[src/rtl/stream_mem_writer_pkg.sv]
// Shared definitions for the stream-to-memory burst writer: controller
// state encoding and the word geometry used for address stepping.
package stream_mem_writer_pkg;

  // Burst controller states
  typedef enum logic [1:0] {
    ST_IDLE = 2'd0,
    ST_RUN  = 2'd1,
    ST_FIN  = 2'd2
  } state_e;

  // Each stream word occupies four bytes of the external address space
  localparam int unsigned WORD_BYTES = 4;
  localparam int unsigned WORD_SHIFT = 2;

endpackage

[src/rtl/stream_mem_writer.sv]
// Stream-to-memory burst writer. A start request latches a word-aligned
// base address and a word count; stream words are then accepted one at a
// time and presented on a simple valid/ready write bus at consecutive word
// addresses. A one-cycle done pulse marks the end of the burst.
module stream_mem_writer
  import stream_mem_writer_pkg::*;
#(
  parameter int DATA_W = 32,
  parameter int ADDR_W = 32,
  parameter int LEN_W  = 10
) (
  input  logic                clk,
  input  logic                rst,
  input  logic                start,
  input  logic [ADDR_W-1:0]   base_addr,
  input  logic [LEN_W-1:0]    len,
  input  logic [DATA_W-1:0]   in_data,
  input  logic                in_valid,
  output logic                in_ready,
  output logic                m_valid,
  output logic [ADDR_W-1:0]   m_addr,
  output logic [DATA_W-1:0]   m_wdata,
  output logic [DATA_W/8-1:0] m_wstrb,
  input  logic                m_ready,
  output logic                busy,
  output logic                done
);

  // Clears the sub-word bits of the requested base address
  localparam logic [ADDR_W-1:0] ADDR_MASK = ~ADDR_W'(WORD_BYTES - 1);

  state_e              state_q, state_d;
  logic [ADDR_W-1:0]   base_q, base_d;
  logic [LEN_W-1:0]    len_q, len_d;
  logic [LEN_W-1:0]    acc_cnt_q, acc_cnt_d;
  logic [LEN_W-1:0]    wr_cnt_q, wr_cnt_d;
  logic                m_valid_q, m_valid_d;
  logic [ADDR_W-1:0]   m_addr_q, m_addr_d;
  logic [DATA_W-1:0]   m_wdata_q, m_wdata_d;
  logic [DATA_W/8-1:0] m_wstrb_q, m_wstrb_d;
  logic                busy_q, busy_d;
  logic                done_q, done_d;

  logic                in_ready_s;
  logic                accept_s;
  logic                ack_s;
  logic                start_burst_s;

  // A new word may enter only while words remain and the holding register
  // is empty or being drained this cycle.
  assign in_ready_s = (state_q == ST_RUN) && (acc_cnt_q < len_q) &&
                      (!m_valid_q || m_ready);
  assign accept_s   = in_valid && in_ready_s;
  assign ack_s      = m_valid_q && m_ready;

  // Controller next state, burst parameter latching and status flags
  always_comb begin
    state_d       = state_q;
    base_d        = base_q;
    len_d         = len_q;
    busy_d        = busy_q;
    done_d        = 1'b0;
    start_burst_s = 1'b0;
    case (state_q)
      ST_IDLE: begin
        if (start) begin
          busy_d = 1'b1;
          if (len != {LEN_W{1'b0}}) begin
            base_d        = base_addr & ADDR_MASK;
            len_d         = len;
            start_burst_s = 1'b1;
            state_d       = ST_RUN;
          end else begin
            state_d = ST_FIN;
          end
        end else begin
          state_d = ST_IDLE;
        end
      end
      ST_RUN: begin
        if (ack_s && ((wr_cnt_q + LEN_W'(1'b1)) == len_q)) begin
          state_d = ST_FIN;
        end else begin
          state_d = ST_RUN;
        end
      end
      ST_FIN: begin
        done_d  = 1'b1;
        busy_d  = 1'b0;
        state_d = ST_IDLE;
      end
      default: begin
        busy_d  = 1'b0;
        state_d = ST_IDLE;
      end
    endcase
  end

  // Word counters and the bus holding register
  always_comb begin
    acc_cnt_d = acc_cnt_q;
    wr_cnt_d  = wr_cnt_q;
    m_valid_d = m_valid_q;
    m_addr_d  = m_addr_q;
    m_wdata_d = m_wdata_q;
    m_wstrb_d = m_wstrb_q;
    if (start_burst_s) begin
      acc_cnt_d = {LEN_W{1'b0}};
      wr_cnt_d  = {LEN_W{1'b0}};
    end else begin
      if (ack_s) begin
        wr_cnt_d = wr_cnt_q + LEN_W'(1'b1);
      end else begin
        wr_cnt_d = wr_cnt_q;
      end
      if (accept_s) begin
        m_valid_d = 1'b1;
        m_wdata_d = in_data;
        m_addr_d  = base_q + (ADDR_W'(acc_cnt_q) << WORD_SHIFT);
        m_wstrb_d = {(DATA_W/8){1'b1}};
        acc_cnt_d = acc_cnt_q + LEN_W'(1'b1);
      end else if (ack_s) begin
        m_valid_d = 1'b0;
      end else begin
        m_valid_d = m_valid_q;
      end
    end
  end

  // State, latched burst parameters, counters and bus output registers
  always_ff @(posedge clk or negedge rst) begin
    if (!rst) begin
      state_q   <= ST_IDLE;
      base_q    <= {ADDR_W{1'b0}};
      len_q     <= {LEN_W{1'b0}};
      acc_cnt_q <= {LEN_W{1'b0}};
      wr_cnt_q  <= {LEN_W{1'b0}};
      m_valid_q <= 1'b0;
      m_addr_q  <= {ADDR_W{1'b0}};
      m_wdata_q <= {DATA_W{1'b0}};
      m_wstrb_q <= {(DATA_W/8){1'b0}};
      busy_q    <= 1'b0;
      done_q    <= 1'b0;
    end else begin
      state_q   <= state_d;
      base_q    <= base_d;
      len_q     <= len_d;
      acc_cnt_q <= acc_cnt_d;
      wr_cnt_q  <= wr_cnt_d;
      m_valid_q <= m_valid_d;
      m_addr_q  <= m_addr_d;
      m_wdata_q <= m_wdata_d;
      m_wstrb_q <= m_wstrb_d;
      busy_q    <= busy_d;
      done_q    <= done_d;
    end
  end

  assign in_ready = in_ready_s;
  assign m_valid  = m_valid_q;
  assign m_addr   = m_addr_q;
  assign m_wdata  = m_wdata_q;
  assign m_wstrb  = m_wstrb_q;
  assign busy     = busy_q;
  assign done     = done_q;

endmodule

[config.mk]
export PLATFORM = sky130hd
export DESIGN_NAME = stream_mem_writer
export DESIGN_NICKNAME = d
export VERILOG_FILES = /design/src/rtl/stream_mem_writer_pkg.sv /design/src/rtl/stream_mem_writer.sv
export SDC_FILE = /design/constraint.sdc
export NUM_CORES = 1
export LEC_CHECK = 0
export ABC_CLOCK_PERIOD_IN_PS = 6300
export CAP_MARGIN = 20
export CORE_MARGIN = 2
export CORE_UTILIZATION = 54
export DETAILED_ROUTE_END_ITERATION = 6
export PLACE_DENSITY = 0.86
export REMOVE_ABC_BUFFERS = 1
export SLEW_MARGIN = 20
export SYNTH_ARGS = -nofsm -noshare
export SYNTH_HDL_FRONTEND = slang
export SYNTH_SLANG_ARGS = --single-unit
[constraint.sdc]
create_clock -name clk -period 6.3 [get_ports clk]
set_input_delay 0.945 -clock clk [delete_from_list [all_inputs] [get_ports clk]]
set_output_delay 0.945 -clock clk [all_outputs]
set_load 0.02 [all_outputs]
Word level (Yosys, flattened, before mapping):

Cells that the tools add are included.

* bits in registers: 130
* input bits: 79
* output and inout bits: 72
* word-level logic and storage cells: 53

* $add $sub $neg: 3
* magnitude comparators: 1
* equality and inequality tests: 4
* multiplexer cells: 16
* bitwise operators: 2
* reduce and logical (&&, ||, !) cells: 16

Operators by type and width (count)
* 2-to-1 mux 10 bit: 4
* adder 32 x 12 -> 32 bit: 1
* adder 10 x 1 -> 10 bit (second input constant): 2
* == test 10 bit: 1
* < comparator 10 bit: 1
* nonzero test 10 bit: 1
* 2-to-1 mux 1 bit: 7
* 2-to-1 mux 2 bit: 3
* AND reduction 2 bit: 3
* nonzero test 2 bit: 3
* logical AND 1 bit: 5
* one-hot mux 2 bit (2 select lines): 1
* AND reduction 3 bit: 1
* == test 2 x 1 -> 1 bit (second input constant): 1
* == test 2 bit (second input constant): 1
* logical NOT 2 bit: 1
* != test 2 bit (second input constant): 1
* inverter 1 bit: 2
* one-hot mux 1 bit (2 select lines): 1
* logical NOT 1 bit: 1
* logical OR 1 bit: 1

Depth between registers and ports, before layout:

Gate-level depths: netlist of the first run.

* depth after elaboration: 6
* mapped depth: 11
* mapped depth without buffers: 9

Least setup slack after synthesis of the first run:

No wires, ideal clock.

* kind: reg-to-output
* start point: reg len_q[2]
* end point: out in_ready
* data arrival time: 1.728 ns
* data required time: 5.355 ns
* slack: 3.627 ns
* stages on the path, launching flop included: 8
* path buffers: 0
* cells stage by stage: dfrtp_1 -> inv_1 -> ha_1 -> a21oi_1 -> o21ai_1 -> a221oi_2 -> o211ai_1 -> nor3_1

* word-level cells in the longest chain between the ends: 3

RTL lines
* start: declaration: line stream_mem_writer.sv:34 `logic [LEN_W-1:0] len_q, len_d;`
* start signal: assignment: line stream_mem_writer.sv:135 `len_q <= {LEN_W{1'b0}};`
* start signal: assignment: line stream_mem_writer.sv:147 `len_q <= len_d;`
* < comparator 10 bit: line stream_mem_writer.sv:51 `assign in_ready_s = (state_q == ST_RUN) && (acc_cnt_q < len_q) &&`
* logical AND 1 bit (2 in series): line stream_mem_writer.sv:51
* end: declaration: line stream_mem_writer.sv:19 `output logic in_ready,`

No other way between the ends.

Final worst setup path of the first run:

Same ends and word-level chain as after synthesis.

==> results.cfg, run 1 <==
[die]
io_pins = 151
core_area_sq_mm = 0.0114
die_h_microns = 112
fp.dieW_microns = 112
dieArea_sq_mm = 0.0125
initial_utilization_pct = 55.1
rows = 39

[timing]
worst_slew_pin_slew_ns = 0.881
min_period_ns = 3.82
hold_violations = 0
slew_headroom_pct = 41.1
fin_skew_ns = 0.00667
finalSetupViolations = 0
clock.fmax_ghz = 0.261
fin_tns_setup_ns = 0
drv_slew = 0
setup_slack_ns = 2.48
fin_crit_sh_pct = 60.7
rsz0062_at_grt = no

[logic_synthesis]
synth_top_family_by_area = simple AND/OR/NAND/NOR gates
synth_edf_count = 0
synth-xor-area-share_pct = 6.85
synth_area_leaders = dfrtp_1, nand2_1, mux2_2, xor2_1, o21ai_0
ys_seq_area_share_pct = 51.1
syn_inst = 643
synth_compound_area_share_pct = 9.52
yosys-top-cells-count = nand2_1, dfrtp_1, o21ai_0
synth_area_sq_mm = 0.00627
netlist.top_cell.by_area = dfrtp_1
ys_types = 49
synth_fa_ha_area_share_pct = 4.51
synthArstFlopShare_pct = 100
yosysMostFrequentCell = nand2_1
synthSimpleGateAreaFrac_pct = 18.1
synth_mux_area_share_pct = 6.27
synth_seq_cells = 128
synth.avg_cell_area_sq_um = 9.75
synth-main-ff-cell = dfrtp_1
netlist.area_leader.share_pct = 51.1
yosysWarnings = 0

[final_layout]
drive_above_1_share_pct = 9.60
diodes = 0
multiInputGateArea_sq_mm = 0.00286
regArea_sq_mm = 0.00320
fill_cells = 767
areaGrowthSynthToFinish_pct = 34.1
final_nets = 882

[grt]
grt_start_max_net_pins = 74
antenna_found_initial = 0
gr-total-overflow = 0
grt_pass1_wl_mm = 26.9
grt_pass1_vias = 5678
grt.total_usage_pct = 27.1

[critical_path]
required_ns = 5.35
critPathArrivalTime_ns = 2.88
cp-end-kind = primary output
crit_chain = inv_1, ha_1, a21oi_1, o21ai_1, a221oi_2, o211ai_1, nor3_1, clkdlybuf4s50_1
cp_max_fo = 4
crit_path_start_kind = flop
timing.rr.end = m_wdata[29]$_DFFE_PN0P_
ff2ff_setup_slack_ns = 3.19
critPathKind = reg2out
rr_startpoint = acc_cnt_q[1]$_DFFE_PN0P_
r2r_cells = 7
max_stage_delay_ns = 0.65
slowest_stage = clkdlybuf4s50_1

[clock_tree]
worstSkewPairLatency_ns = 0.42
ctsHoldBuffers = 0
numCtsBuffers = 17
cts_setup_buffers = 0
cts_tree = built
cts.sinks = 128
htree_levels = 4
clockRootBuffer = clkbuf_16
clkTransAtPathRegs_ns = 0.05
cts_buffer_depth = 2
cts_resized = 0

[power_and_ir_drop]
power.switching_uw = 806
power.leakage_uw = 0.00377
swShare_pct = 29.8
internal_power_uw = 1890
powerDensity_mw_per_mm2 = 321
p_clk_share_pct = 36.7
vdd_drop_max_mv = 0.424
comb_power_share_pct = 24.3
seqPwrFrac_pct = 39.0

[run]
maxCapViolations = 0

[route]
dr.first_iter.drc_count = 307
drc_errors = 0
num_vias = 5180
postRouteAntennaNets = 0
drt-total-wl_mm = 16.0
drtPass1Iterations = 5
viasPerCell = 5.54
avgRoutedWirePerCell_microns = 17.1

[place]
pre_cts_slack_ns = 2.71
dp_hpwl_mm = 10.8
numPortBuffers = 146
gp_congestion = 0.874

[outcome]
outcome = completed

[min_path]
hold_path_end = m_addr[25]$_DFFE_PN0P_
hold_depth = 2
hp-class = reg2reg
holdCritStartpoint = m_addr[25]$_DFFE_PN0P_
## state kept, by name, indices dropped and copies added, names as in the netlist
name / flops
acc_cnt_q: 10
base_q: 30
busy: 1
done: 1
len_q: 10
m_addr: 30
m_valid: 1
m_wdata: 32
m_wstrb: 1
state_q: 2
wr_cnt_q: 10
## through the flow
step | hold slack, ns | total power (uW) | area, sq um | util [%] | instances
2_1_floorplan | 0.452 | 1400 | 6120 | - | 612
3_3_place_gp | 0.459 | 1670 | 7790 | 68.5 | 904
3_5_place_dp | 0.469 | 1710 | 7790 | 68.5 | 904
4_1_cts | 0.481 | 2710 | 8390 | 73.8 | 934
5_1_grt | 0.504 | 2820 | 8410 | 73.9 | 935
6_report | 0.477 | 2700 | 8410 | 73.9 | 935
## cell type report
cell class | count | share of cell area, %
sequential | 128 | 38.1
multi-input combinational | 465 | 34.0
timing repair buffer | 150 | 17.9
clock buffer | 20 | 5.43
tap | 143 | 2.13
clock inverter | 10 | 1.64
inverter | 19 | 0.848
## cells in the final DEF, fill, tap and decap left out, drive strengths merged, types with 3 or more instances in the layout
| cell | netlist | routed |
|---|---|---|
| a21o | 7 | 7 |
| a21oi | 14 | 14 |
| and2 | 3 | 3 |
| and3 | 3 | 3 |
| and4 | 3 | 3 |
| buf | 19 | 5 |
| bufinv | 0 | 3 |
| clkbuf | 13 | 20 |
| clkdlybuf4s50 | 0 | 145 |
| clkinv | 0 | 5 |
| dfrtp | 128 | 128 |
| ha | 21 | 21 |
| inv | 19 | 19 |
| mux2 | 34 | 34 |
| nand2 | 155 | 155 |
| nand2b | 5 | 5 |
| nand3 | 19 | 19 |
| nand4 | 8 | 8 |
| nor2 | 30 | 30 |
| nor2b | 4 | 4 |
| nor3 | 9 | 9 |
| nor4 | 8 | 8 |
| o2111ai | 4 | 4 |
| o211ai | 4 | 4 |
| o21ai | 59 | 59 |
| o31ai | 3 | 3 |
| xnor2 | 16 | 16 |
| xor2 | 33 | 33 |
## worst max-delay path: cells and delay by family, from the launching register on
kind / cells / cell delay [ns]
buffers and inverters: 2 / 0.73
AO/OA/AOI/OAI: 4 / 0.78
AND/OR/NAND/NOR: 1 / 0.24
adder cells (fa/ha/maj): 1 / 0.32
flip-flops: 1 / 0.38
## cell families (layout without fill, tap and decap cells)
kind of cell,after synthesis,in the layout
muxes,35,35
DFF,128,128
AOI/OAI and AO/OA,101,101
adders and majority gates,22,22
other,1,2
xor gates and xnor gates,49,49
buffers and inverters,51,199
and+or+nand+nor,256,256
## layer usage
layer  GRT usage (%)  share of wire (%)  up-vias
met2            46.5                 51      176
met3            7.13                5.1       39
met4            12.8                2.9        0
li1                -                  -     2447
met5               0                  0        -
met1            31.8                 41     2518
## power groups by stage
stage                     logic, uW  clock network [uW]  registers [uW]
after floorplan                 274                   0            1130
after global placement          619                   0            1050
after detailed placement        644                   0            1060
after CTS                       658                1000            1050
after global routing            714                1040            1070
final                           656                 990            1050
## how the worst max path moves through the flow
stage	from	to	slack (ns)	cells past startpoint
floorplan	acc_cnt_q[1]$_DFFE_PN0P_	acc_cnt_q[9]$_DFFE_PN0P_	0.96	8
global placement	m_ready	in_ready	2.73	5
detailed placement	m_ready	in_ready	2.71	5
CTS	len_q[2]$_DFFE_PN0P_	in_ready	2.49	8
global route	acc_cnt_q[2]$_DFFE_PN0P_	in_ready	2.30	7
finish	len_q[2]$_DFFE_PN0P_	in_ready	2.48	8
Note: power is estimated with default switching activity, not from simulation.
==> run 2, diff against run 1 <==
Settings changed: ABC_CLOCK_PERIOD_IN_PS 6300 to 4000, CORE_UTILIZATION 54 to 50, PLACE_DENSITY 0.86 to 0.8.
Clock period 6.3 ns to 4 ns, I/O delays scaled along.
==> results.cfg, run 2 (same netlist as run 1, synthesis figures left out) <==
[grt]
antenna_found_initial = 0
gr-total-overflow = 0
grt_start_max_net_pins = 129
grt.total_usage_pct = 24.2
grt_pass1_vias = 5235
grt_pass1_wl_mm = 25.2

[die]
core_area_sq_mm = 0.0121
initial_utilization_pct = 51.8
dieArea_sq_mm = 0.0134
io_pins = 151
rows = 40
fp.dieW_microns = 116
die_h_microns = 116

[final_layout]
areaGrowthSynthToFinish_pct = 35.5
final_cells = 963
final_nets = 883
drive_above_1_share_pct = 10.1
utilization_pct = 70.2
layout_common_cells = nand2_1, clkdlybuf4s50_1, dfrtp_1, o21ai_0, mux2_2
fill_cells = 901
largest_reg_flops = 32
diodes = 0
final_common_cell = nand2_1

[clock_tree]
clkTransAtPathRegs_ns = 0.05
cts_buffer_depth = 2
numCtsBuffers = 17
cts_setup_buffers = 0
clockRootBuffer = clkbuf_16
cts_resized = 0
ctsHoldBuffers = 0
cts_tree = built
cts.sinks = 128
worstSkewPairLatency_ns = 0.42
htree_levels = 4

[place]
dp_hpwl_mm = 10.6
numPortBuffers = 146
pre_cts_slack_ns = 0.975
gp_congestion = 0.865
dp.cells = 931

[timing]
min_period_ns = 3.47
slew_headroom_pct = 50.7
clock.fmax_ghz = 0.288
worst_slew_pin_slew_ns = 0.736
drv_slew = 0
hold_violations = 0
fin_crit_sh_pct = 86.8
finalSetupViolations = 0
rsz0062_at_grt = no
setup_slack_ns = 0.529
fin_skew_ns = 0.00740
fin_tns_setup_ns = 0

[route]
drtPass1Iterations = 4
num_vias = 5105
viasPerCell = 5.30
dr.first_iter.drc_count = 303
avgRoutedWirePerCell_microns = 16.1
drc_errors = 0
drt-total-wl_mm = 15.5
postRouteAntennaNets = 0

[critical_path]
r2r_cells = 9
required_ns = 3.40
cpLargestDelayFamily = compound AO/OA/AOI/OAI gates
cp.depth = 8
crit_chain = inv_1, ha_1, a21oi_1, o21ai_1, a221oi_2, o211ai_1, nor3_1, clkdlybuf4s50_1
critPathArrivalTime_ns = 2.87
startpoint = len_q[2]$_DFFE_PN0P_
cp-end-kind = primary output
max_stage_delay_ns = 0.65
slowest_stage = clkdlybuf4s50_1
crit_path_start_kind = flop
crit_buf_inv = 2
crit_path_end = in_ready
cp_max_fo = 4
rr_startpoint = acc_cnt_q[0]$_DFFE_PN0P_
ff2ff_setup_slack_ns = 1.11
critPathKind = reg2out
timing.rr.end = m_addr[16]$_DFFE_PN0P_

[outcome]
outcome = completed

[power_and_ir_drop]
power.leakage_uw = 0.00380
powerDensity_mw_per_mm2 = 507
vdd_drop_max_mv = 0.431

[min_path]
hp-class = in2async

[run]
maxCapViolations = 0
## run 2: cell types whose count changed in the layout (fill, tap and decap cells not counted)
cell        previous run  this run
clkbuf_1               1         0
clkinvlp_4             2         3
buf_12                 1         2
clkbuf_8               2         4
inv_6                  0         2
clkinv_2               3         1
## run 2: per-layer routing
metal	global-route usage, %	routed length [microns]
met1	30.8	6640
met5	0	0
met3	6.28	841
met4	12.1	558
met2	38.6	7500
## run 2: power breakdown
part	switching [uW]	leakage [uW]	internal, uW
Clock	582	0.000302	1050
Combinational	522	0.00190	502
Sequential	177	0.00159	1480
Total	1280	0.00380	3030
## run 2: worst min path at each step
| stage | startpoint | end | slack (ns) | cells after the start |
|---|---|---|---|---|
| after floorplan | rst | acc_cnt_q[0]$_DFFE_PN0P_ | 0.30 | 0 |
| after global placement | m_addr[26]$_DFFE_PN0P_ | m_addr[26]$_DFFE_PN0P_ | 0.46 | 2 |
| after detailed placement | m_addr[25]$_DFFE_PN0P_ | m_addr[25]$_DFFE_PN0P_ | 0.47 | 2 |
| after CTS | rst | wr_cnt_q[2]$_DFFE_PN0P_ | 0.33 | 2 |
| after global routing | rst | wr_cnt_q[0]$_DFFE_PN0P_ | 0.34 | 2 |
| final | rst | len_q[1]$_DFFE_PN0P_ | 0.26 | 2 |
## run 2: cell type report
cell class                 instances  area (sq um)  share of cell area [%]
multi-input combinational        465          2860                    33.6
clock buffer                      21           480                    5.65
tap                              168           210                    2.47
sequential                       128          3200                    37.7
clock inverter                    11           153                    1.80
timing repair buffer             151          1520                    17.9
inverter                          19          71.3                   0.839
## run 2: metrics by stage
step           total power, uW  instance area [sq um]  hold slack, ns
3_5_place_dp              2690                   7860           0.469
5_1_grt                   4500                   8500           0.341
3_3_place_gp              2650                   7860           0.461
6_report                  4310                   8500           0.265
4_1_cts                   4330                   8500           0.329
2_1_floorplan             2210                   6120           0.304
## run 2: worst reg2reg max path: stages, from the launching register on
cell and delay [ns]:
dfrtp_1 0.48, ha_1 0.26, fa_1 0.44, a211oi_1 0.32
o211ai_1 0.18, a41o_1 0.36, and2_0 0.31, nand4_1 0.17
xor2_1 0.15, o21ai_0 0.09
==> run 3, diff against run 2 <==
Settings changed: ABC_CLOCK_PERIOD_IN_PS 4000 to not set.
==> results of run 3 <==
Final layout, timing and power as in run 2 (identical DEF).
